<file path="src/rtl/apb_master_bridge.sv">
// Single-outstanding APB master. Converts a valid/ready command into APB SETUP/ACCESS
// phases and returns status as a one-cycle response pulse.
module apb_master_bridge #(
    parameter int ADDR_W         = 32,
    parameter int DATA_W         = 32,
    parameter int TIMEOUT_CYCLES = 16
) (
    input  logic              pclk_i,
    input  logic              preset_i,
    input  logic              cmd_valid_i,
    output logic              cmd_ready_o,
    input  logic              cmd_write_i,
    input  logic [ADDR_W-1:0] cmd_addr_i,
    input  logic [DATA_W-1:0] cmd_wdata_i,
    output logic              rsp_valid_o,
    output logic [DATA_W-1:0] rsp_rdata_o,
    output logic              rsp_err_o,
    output logic              rsp_timeout_o,
    output logic [ADDR_W-1:0] paddr_o,
    output logic [DATA_W-1:0] pwdata_o,
    output logic              pwrite_o,
    output logic              psel_o,
    output logic              penable_o,
    input  logic              pready_i,
    input  logic              pslverr_i,
    input  logic [DATA_W-1:0] prdata_i
);

    localparam int CNT_W = (TIMEOUT_CYCLES > 0) ? $clog2(TIMEOUT_CYCLES + 1) : 1;
    localparam int TO_LAST_I = (TIMEOUT_CYCLES > 0) ? TIMEOUT_CYCLES - 1 : 0;
    localparam logic [CNT_W-1:0] TO_LAST = TO_LAST_I[CNT_W-1:0];

    typedef enum logic [1:0] {S_IDLE, S_SETUP, S_ACCESS, S_ERR} state_e;

    state_e            state_q, state_d;
    logic [ADDR_W-1:0] addr_q, addr_d;
    logic [DATA_W-1:0] wdata_q, wdata_d;
    logic              write_q, write_d;
    logic [CNT_W-1:0]  wait_cnt_q, wait_cnt_d;
    logic              rsp_valid_q, rsp_valid_d;
    logic [DATA_W-1:0] rsp_rdata_q, rsp_rdata_d;
    logic              rsp_err_q, rsp_err_d;
    logic              rsp_timeout_q, rsp_timeout_d;
    logic              timeout_hit;

    assign timeout_hit = (TIMEOUT_CYCLES != 0) && (wait_cnt_q == TO_LAST);

    always_comb begin
        state_d       = state_q;
        addr_d        = addr_q;
        wdata_d       = wdata_q;
        write_d       = write_q;
        wait_cnt_d    = wait_cnt_q;
        rsp_valid_d   = 1'b0;
        rsp_rdata_d   = rsp_rdata_q;
        rsp_err_d     = rsp_err_q;
        rsp_timeout_d = rsp_timeout_q;
        case (state_q)
            S_IDLE: begin
                if (cmd_valid_i) begin
                    addr_d  = cmd_addr_i;
                    wdata_d = cmd_wdata_i;
                    write_d = cmd_write_i;
                    // Misaligned commands are answered from ERR without touching the bus
                    if (cmd_addr_i[1:0] != 2'b00) begin
                        state_d       = S_ERR;
                        rsp_valid_d   = 1'b1;
                        rsp_err_d     = 1'b1;
                        rsp_timeout_d = 1'b0;
                        rsp_rdata_d   = '0;
                    end else begin
                        state_d = S_SETUP;
                    end
                end
            end
            S_SETUP: begin
                wait_cnt_d = '0;
                state_d    = S_ACCESS;
            end
            S_ACCESS: begin
                if (pready_i) begin
                    state_d       = S_IDLE;
                    rsp_valid_d   = 1'b1;
                    rsp_err_d     = pslverr_i;
                    rsp_timeout_d = 1'b0;
                    rsp_rdata_d   = (!write_q && !pslverr_i) ? prdata_i : '0;
                end else if (timeout_hit) begin
                    state_d       = S_IDLE;
                    rsp_valid_d   = 1'b1;
                    rsp_err_d     = 1'b1;
                    rsp_timeout_d = 1'b1;
                    rsp_rdata_d   = '0;
                end else if (wait_cnt_q != {CNT_W{1'b1}}) begin
                    wait_cnt_d = wait_cnt_q + 1'b1;
                end
            end
            S_ERR: begin
                state_d = S_IDLE;
            end
            default: state_d = S_IDLE;
        endcase
    end

    always_ff @(posedge pclk_i) begin
        if (preset_i) begin
            state_q       <= S_IDLE;
            addr_q        <= '0;
            wdata_q       <= '0;
            write_q       <= 1'b0;
            wait_cnt_q    <= '0;
            rsp_valid_q   <= 1'b0;
            rsp_rdata_q   <= '0;
            rsp_err_q     <= 1'b0;
            rsp_timeout_q <= 1'b0;
        end else begin
            state_q       <= state_d;
            addr_q        <= addr_d;
            wdata_q       <= wdata_d;
            write_q       <= write_d;
            wait_cnt_q    <= wait_cnt_d;
            rsp_valid_q   <= rsp_valid_d;
            rsp_rdata_q   <= rsp_rdata_d;
            rsp_err_q     <= rsp_err_d;
            rsp_timeout_q <= rsp_timeout_d;
        end
    end

    assign cmd_ready_o   = (state_q == S_IDLE);
    assign psel_o        = (state_q == S_SETUP) || (state_q == S_ACCESS);
    assign penable_o     = (state_q == S_ACCESS);
    assign paddr_o       = addr_q;
    assign pwdata_o      = wdata_q;
    assign pwrite_o      = write_q;
    assign rsp_valid_o   = rsp_valid_q;
    assign rsp_rdata_o   = rsp_rdata_q;
    assign rsp_err_o     = rsp_err_q;
    assign rsp_timeout_o = rsp_timeout_q;

endmodule

</file>
<file path="config.mk">
export PLATFORM = sky130hd
export DESIGN_NAME = apb_master_bridge
export DESIGN_NICKNAME = d
export VERILOG_FILES = /design/src/rtl/apb_master_bridge.sv
export SDC_FILE = /design/constraint.sdc
export NUM_CORES = 1
export LEC_CHECK = 0
export CORE_MARGIN = 4
export CORE_UTILIZATION = 40
export CTS_CLUSTER_DIAMETER = 120
export DETAILED_ROUTE_END_ITERATION = 8
export PLACE_DENSITY = 0.87
export SETUP_SLACK_MARGIN = 0.2
export SYNTH_ARGS = -nofsm -noshare
export SYNTH_HDL_FRONTEND = slang
export SYNTH_SLANG_ARGS = --single-unit
export TNS_END_PERCENT = 5
</file>
<file path="constraint.sdc">
create_clock -name pclk_i -period 2.5 [get_ports pclk_i]
set_input_delay 0.5 -clock pclk_i [delete_from_list [all_inputs] [get_ports pclk_i]]
set_output_delay 0.5 -clock pclk_i [all_outputs]
set_load 0.01 [all_outputs]
</file>
Word level (Yosys, flattened, before mapping) --
Cells that the tools add are included.
Operators by class: add/sub/neg operators 1, equality and inequality tests 11, muxes and demuxes 29, reduce and logical (&&, ||, !) cells 12
Operators by type and width (number):
- 32-bit two-way mux | 5
- 32-bit case mux with 2 select lines | 1
- 5-bit two-way mux | 3
- 1-bit two-way mux | 11
- 5-bit case mux with 2 select lines | 1
- 2-bit two-way mux | 4
- 2-bit case mux with 4 select lines | 1
- 4-bit AND reduction | 2
- 2-bit != test, second input constant | 3
- 1-bit case mux with 2 select lines | 3
- 2-bit nonzero test | 3
- 5-bit by 1-bit adder with 5-bit output, second input constant | 1
- 5-bit by 4-bit equality test with 1-bit output, second input constant | 1
- 5-bit != test, second input constant | 1
- 2-bit equality test, second input constant | 2
- 2-bit by 1-bit != test with 1-bit output, second input constant | 2
- 2-bit AND reduction | 2
- 3-bit by 1-bit != test with 1-bit output, second input constant | 1
- 2-bit by 1-bit equality test with 1-bit output, second input constant | 1
- 1-bit logical NOT | 2
- 2-bit logical NOT | 1
- 1-bit logical AND | 1
- 1-bit logical OR | 1
Word-level totals: flip-flop bits (word level) 107, bits of input ports 102, word-level logic and storage cells 62

Longest topological paths before layout --
depth in word-level cells 5, depth in mapped cells 8

Least setup slack after synthesis --
No wires, ideal clock.
path kind register to register, start register wait_cnt_q[0], end register wait_cnt_q[2], arrival time 1.942 ns, required time 2.421 ns, slack 0.478 ns, stages on the path, launching flop included 7, cells stage by stage dfxtp_1 > ha_1 > and3_1 > ha_1 > or4b_4 > or3_1 > a211oi_2
Between the ends: cells in the longest elaborated chain, start to end 5
RTL lines:
- start, declared | RTL line 39 | logic [CNT_W-1:0] wait_cnt_q, wait_cnt_d;
- start signal, assigned | RTL line 120 | wait_cnt_q <= wait_cnt_d;
- 5-bit by 1-bit adder with 5-bit output | RTL line 94 | wait_cnt_d = wait_cnt_q + 1'b1;
- 5-bit two-way mux | RTL line 93 | end else if (wait_cnt_q != {CNT_W{1'b1}}) begin
- 5-bit two-way mux | RTL line 87 | end else if (timeout_hit) begin
- 5-bit two-way mux | RTL line 81 | if (pready_i) begin
- 5-bit case mux with 2 select lines | RTL line 58 | case (state_q)
Parallel ways exist; a longest one is shown, timed or not. The select of a mux whose other input is x is not followed. A chain may end at the register's enable or synchronous reset.

Worst setup path in the final report --
start register state_q[0], end output cmd_ready_o
Between the ends: cells in the longest elaborated chain, start to end 1
RTL lines:
- start, declared | RTL line 35 | state_e state_q, state_d;
- start signal, assigned | RTL line 116 | state_q <= state_d;
- 2-bit logical NOT | RTL line 128 | assign cmd_ready_o = (state_q == S_IDLE);
- end, declared | RTL line 11 | output logic cmd_ready_o,
Every way passes these cells.

==> results.md <==
* Run status: finished, final reports clean
* Largest stage delay, worst path at 0.61 ns
* Post-placement cell area at roughly 6400 um2
* Cts hold-fix bufs at 0
* Static Leakage at ~2.4 nW
* Power, Total at roughly 0.0043 W
* Gr ovfl total at 0
* Nets at roughly 800
* Synth unique cells at 32
* Most frequent cells in the layout: clkdlybuf4s50_1, nand2_1, dfxtp_1, a21oi_1, nand2b_1
* Fill cells at between 800 and 900
* DRC viols at 0
* Synth Net Count at 600
* GPL Wtd Cong at around 0.72
* Site Rows at 37
* MaxCap Viol Count at 0
* Initial core utilization at 0.408
* Hpwl dp at 9160 um
* GRT busiest layer: met2
* Worst rel slew slack at 0.192
* Worst path top cell family by delay: buffers and inverters
* Worst Path Buf+Inv at 2
* Crit path required time at roughly 2.0 ns
* Root buf cell: clkbuf_8
* ANT cells at 0
* Hold_sp: pwdata_o[4]$_SDFFE_PP0P_
* Via count at 4018
* Core area at between 10000 and 15000 um2
* Clk_lat worst skew at between 0.3 and 0.4 ns
* Pins Over Slew Limit at 0
* Register area at around 2100 um2
* Initial drt markers at between 150 and 200
* CP max stage cell: clkdlybuf4s50_1
* Seq/Total Area, Yosys at 0.511
* Reg2Reg Depth at 6
* RSZ-0062 raised after global routing: true
* Crit path depth at 3
* TritonCTS Buffers at 9
* Grt met3 use at 0.0990
* Setup-failing EPs final at 0
* Routed len/inst at about 15 um
* Clock power frac at 0.243
* Top_reg_cell synth: dfxtp_1
* Gr usage total at 0.197
* VDD IR max at 0.000446 V
* HP Class: reg -> reg
* Hold Path Depth at 2
* Max FO, Critical Path at 8
* Sequential power share at 0.444
* Met1 GRT Util at 0.217
* Vias in the first global route at between 4000 and 5000
* Reg2reg setup slack at between 0.3 and 0.4 ns
* Drt total wl at between 10000 and 15000 um
* Ys async rst share at 0
* Area of the multi-input gates at about 1900 um2
* Sw Pwr at roughly 0.0013 W
* Non-Filler Cell Area, Final at 6570 um2
* Endpoint, Worst Hold: pwdata_o[4]$_SDFFE_PP0P_
* First-pass GRT wire length at between 15000 and 20000 um
* Switch share at 0.298
* Die W at 110 um
* Layout cell share with drive strength beyond 1 at 0.0541
* CP Cell Sequence: inv_1 -> ha_2 -> clkdlybuf4s50_1
* Vias/cell at between 4 and 5
* Hold Fails Final Rpt at 0
* Clock Skew at approximately 0.009 ns
* Worst-Margin Slew at ~1.2 ns
* Reg2Reg Launch Point: wait_cnt_q[0]$_SDFFE_PP0P_
* GR Layer Usage met2 at 0.327
* Commonest non-fill, non-tap cell in the layout: clkdlybuf4s50_1
* Number of synthesized flops with an enable pin at 0
* Setup_tns at 0 ns
* DIE AREA at about 12000 um2
* Endpoint class of the critical path: primary output
* Clock sinks at around 110
* Internal Pwr Total at just over 0.003 W
* Die H at 110 um
* Syn Inst Count at around 500
* Yosys warnings at 0
* Initial antenna violation count at 0
* Final period util at 0.882
* Arrival time worst endpoint at 1.70 ns
* H-tree depth at 3
* First drt pass iteration count at 4
* Crit start category: flop
* Reg2reg end: wait_cnt_q[2]$_SDFFE_PP0P_
* Pin count of the biggest net entering global routing at 62
* Worst-path clk slew at ~0.10 ns
* Worst setup path category: reg -> out
* Port bufs at approximately 200
* Final worst path period need at approximately 2.2 ns
* Hold_ws at 0.456 ns
* # IOs at between 200 and 250
* Combinational power share at 0.313
* Area Growth Syn to Fin at 56.7%
* CTS tree: built
* Maximum root-to-sink buffer count at 2
* Post-CTS Repair Setup Buffers at 0
* Upper clock frequency limit at around 450 MHz
* Yosys reg bits at about 110
* Avg Inst Size Synth at between 8 and 9 um2
* DRT antenna net count at 0
* Power per cell area at approximately 660 nW/um2
* Mapped cell area at around 4200 um2
* Layout Utilization at 0.639
state kept, by name, indices dropped and copies added (netlist names):
name           cells
paddr_o           32
pwdata_o          32
rsp_rdata_o       32
wait_cnt_q         5
state_q            2
pwrite_o           1
rsp_err_o          1
rsp_timeout_o      1
rsp_valid_o        1
metrics by stage:
| step | std cells | setup WS, ns |
|---|---|---|
| after floorplan | 492 | 0.478 |
| after global placement | 804 | 0.248 |
| after detailed placement | 804 | 0.217 |
| after CTS | 820 | 0.249 |
| after global routing | 820 | 0.198 |
| final | 820 | 0.296 |
power groups by stage:
stage	sequential [W]	clock, W	combinational [W]
5_1_grt	0.00195	0.00115	0.00148
4_1_cts	0.00193	0.00109	0.00138
3_5_place_dp	0.00197	0	0.00137
6_report	0.00193	0.00106	0.00136
3_3_place_gp	0.00196	0	0.00134
2_1_floorplan	0.00203	0	0.000636
synth_stat cells, types with 2 or more instances:
cell type | n | area, um2
buf_2 | 3 | 15.0
o21ai_0 | 3 | 15.0
nor2_1 | 5 | 18.8
a21oi_1 | 70 | 350
and3_1 | 2 | 12.5
mux2i_1 | 33 | 330
ha_1 | 6 | 75.1
nand3_1 | 36 | 180
a211oi_1 | 2 | 15.0
inv_1 | 5 | 18.8
clkbuf_1 | 26 | 97.6
buf_1 | 5 | 18.8
nor2b_1 | 2 | 12.5
nand2_1 | 132 | 495
buf_4 | 3 | 22.5
nand2b_1 | 37 | 231
dfxtp_1 | 107 | 2140
what timing repair did:
action                     in CTS  in global routing
setup endpoints to repair       1                 11
resized for setup               1                  2
cloned                          0                  0
cells by family after synthesis:
| group | after synthesis | share of synthesized area |
|---|---|---|
| and+or+nand+nor | 225 | 0.251 |
| adders and majority gates | 6 | 0.0179 |
| buffers and inverters | 42 | 0.0412 |
| DFF | 107 | 0.511 |
| AOI/OAI and AO/OA | 78 | 0.0968 |
| muxes | 34 | 0.0815 |
tightest hold or removal path, stage by stage (launching register included):
cell and delay [ns]:
dfxtp_1 0.32, nand2_1 0.05, a21oi_1 0.05
layer usage:
metal / wire length, um / share of wire
met4: 254 / 0.021
met5: 0 / 0
met1: 4790 / 0.39
met2: 5680 / 0.46
met3: 1520 / 0.12
how the worst max path moves through the flow:
stage	slack (ns)	to	startpoint
6_report	0.30	cmd_ready_o	state_q[0]$_SDFFE_PP0P_
2_1_floorplan	0.48	wait_cnt_q[2]$_SDFFE_PP0P_	wait_cnt_q[0]$_SDFFE_PP0P_
3_3_place_gp	0.25	wait_cnt_q[2]$_SDFFE_PP0P_	pready_i
5_1_grt	0.20	rsp_rdata_o[15]$_SDFFE_PP0P_	wait_cnt_q[0]$_SDFFE_PP0P_
4_1_cts	0.25	penable_o	state_q[0]$_SDFFE_PP0P_
3_5_place_dp	0.22	rsp_rdata_o[15]$_SDFFE_PP0P_	pready_i
cell type report:
type                    instances  share of cell area
clock inverters                 4             0.00762
inverters                       5             0.00286
multi-input cells             343               0.289
flip-flops and latches        107               0.326
well taps                     136              0.0259
repair buffers                213               0.327
clock buffers                  12              0.0221
No activity file was read; power rests on OpenSTA's default activity.
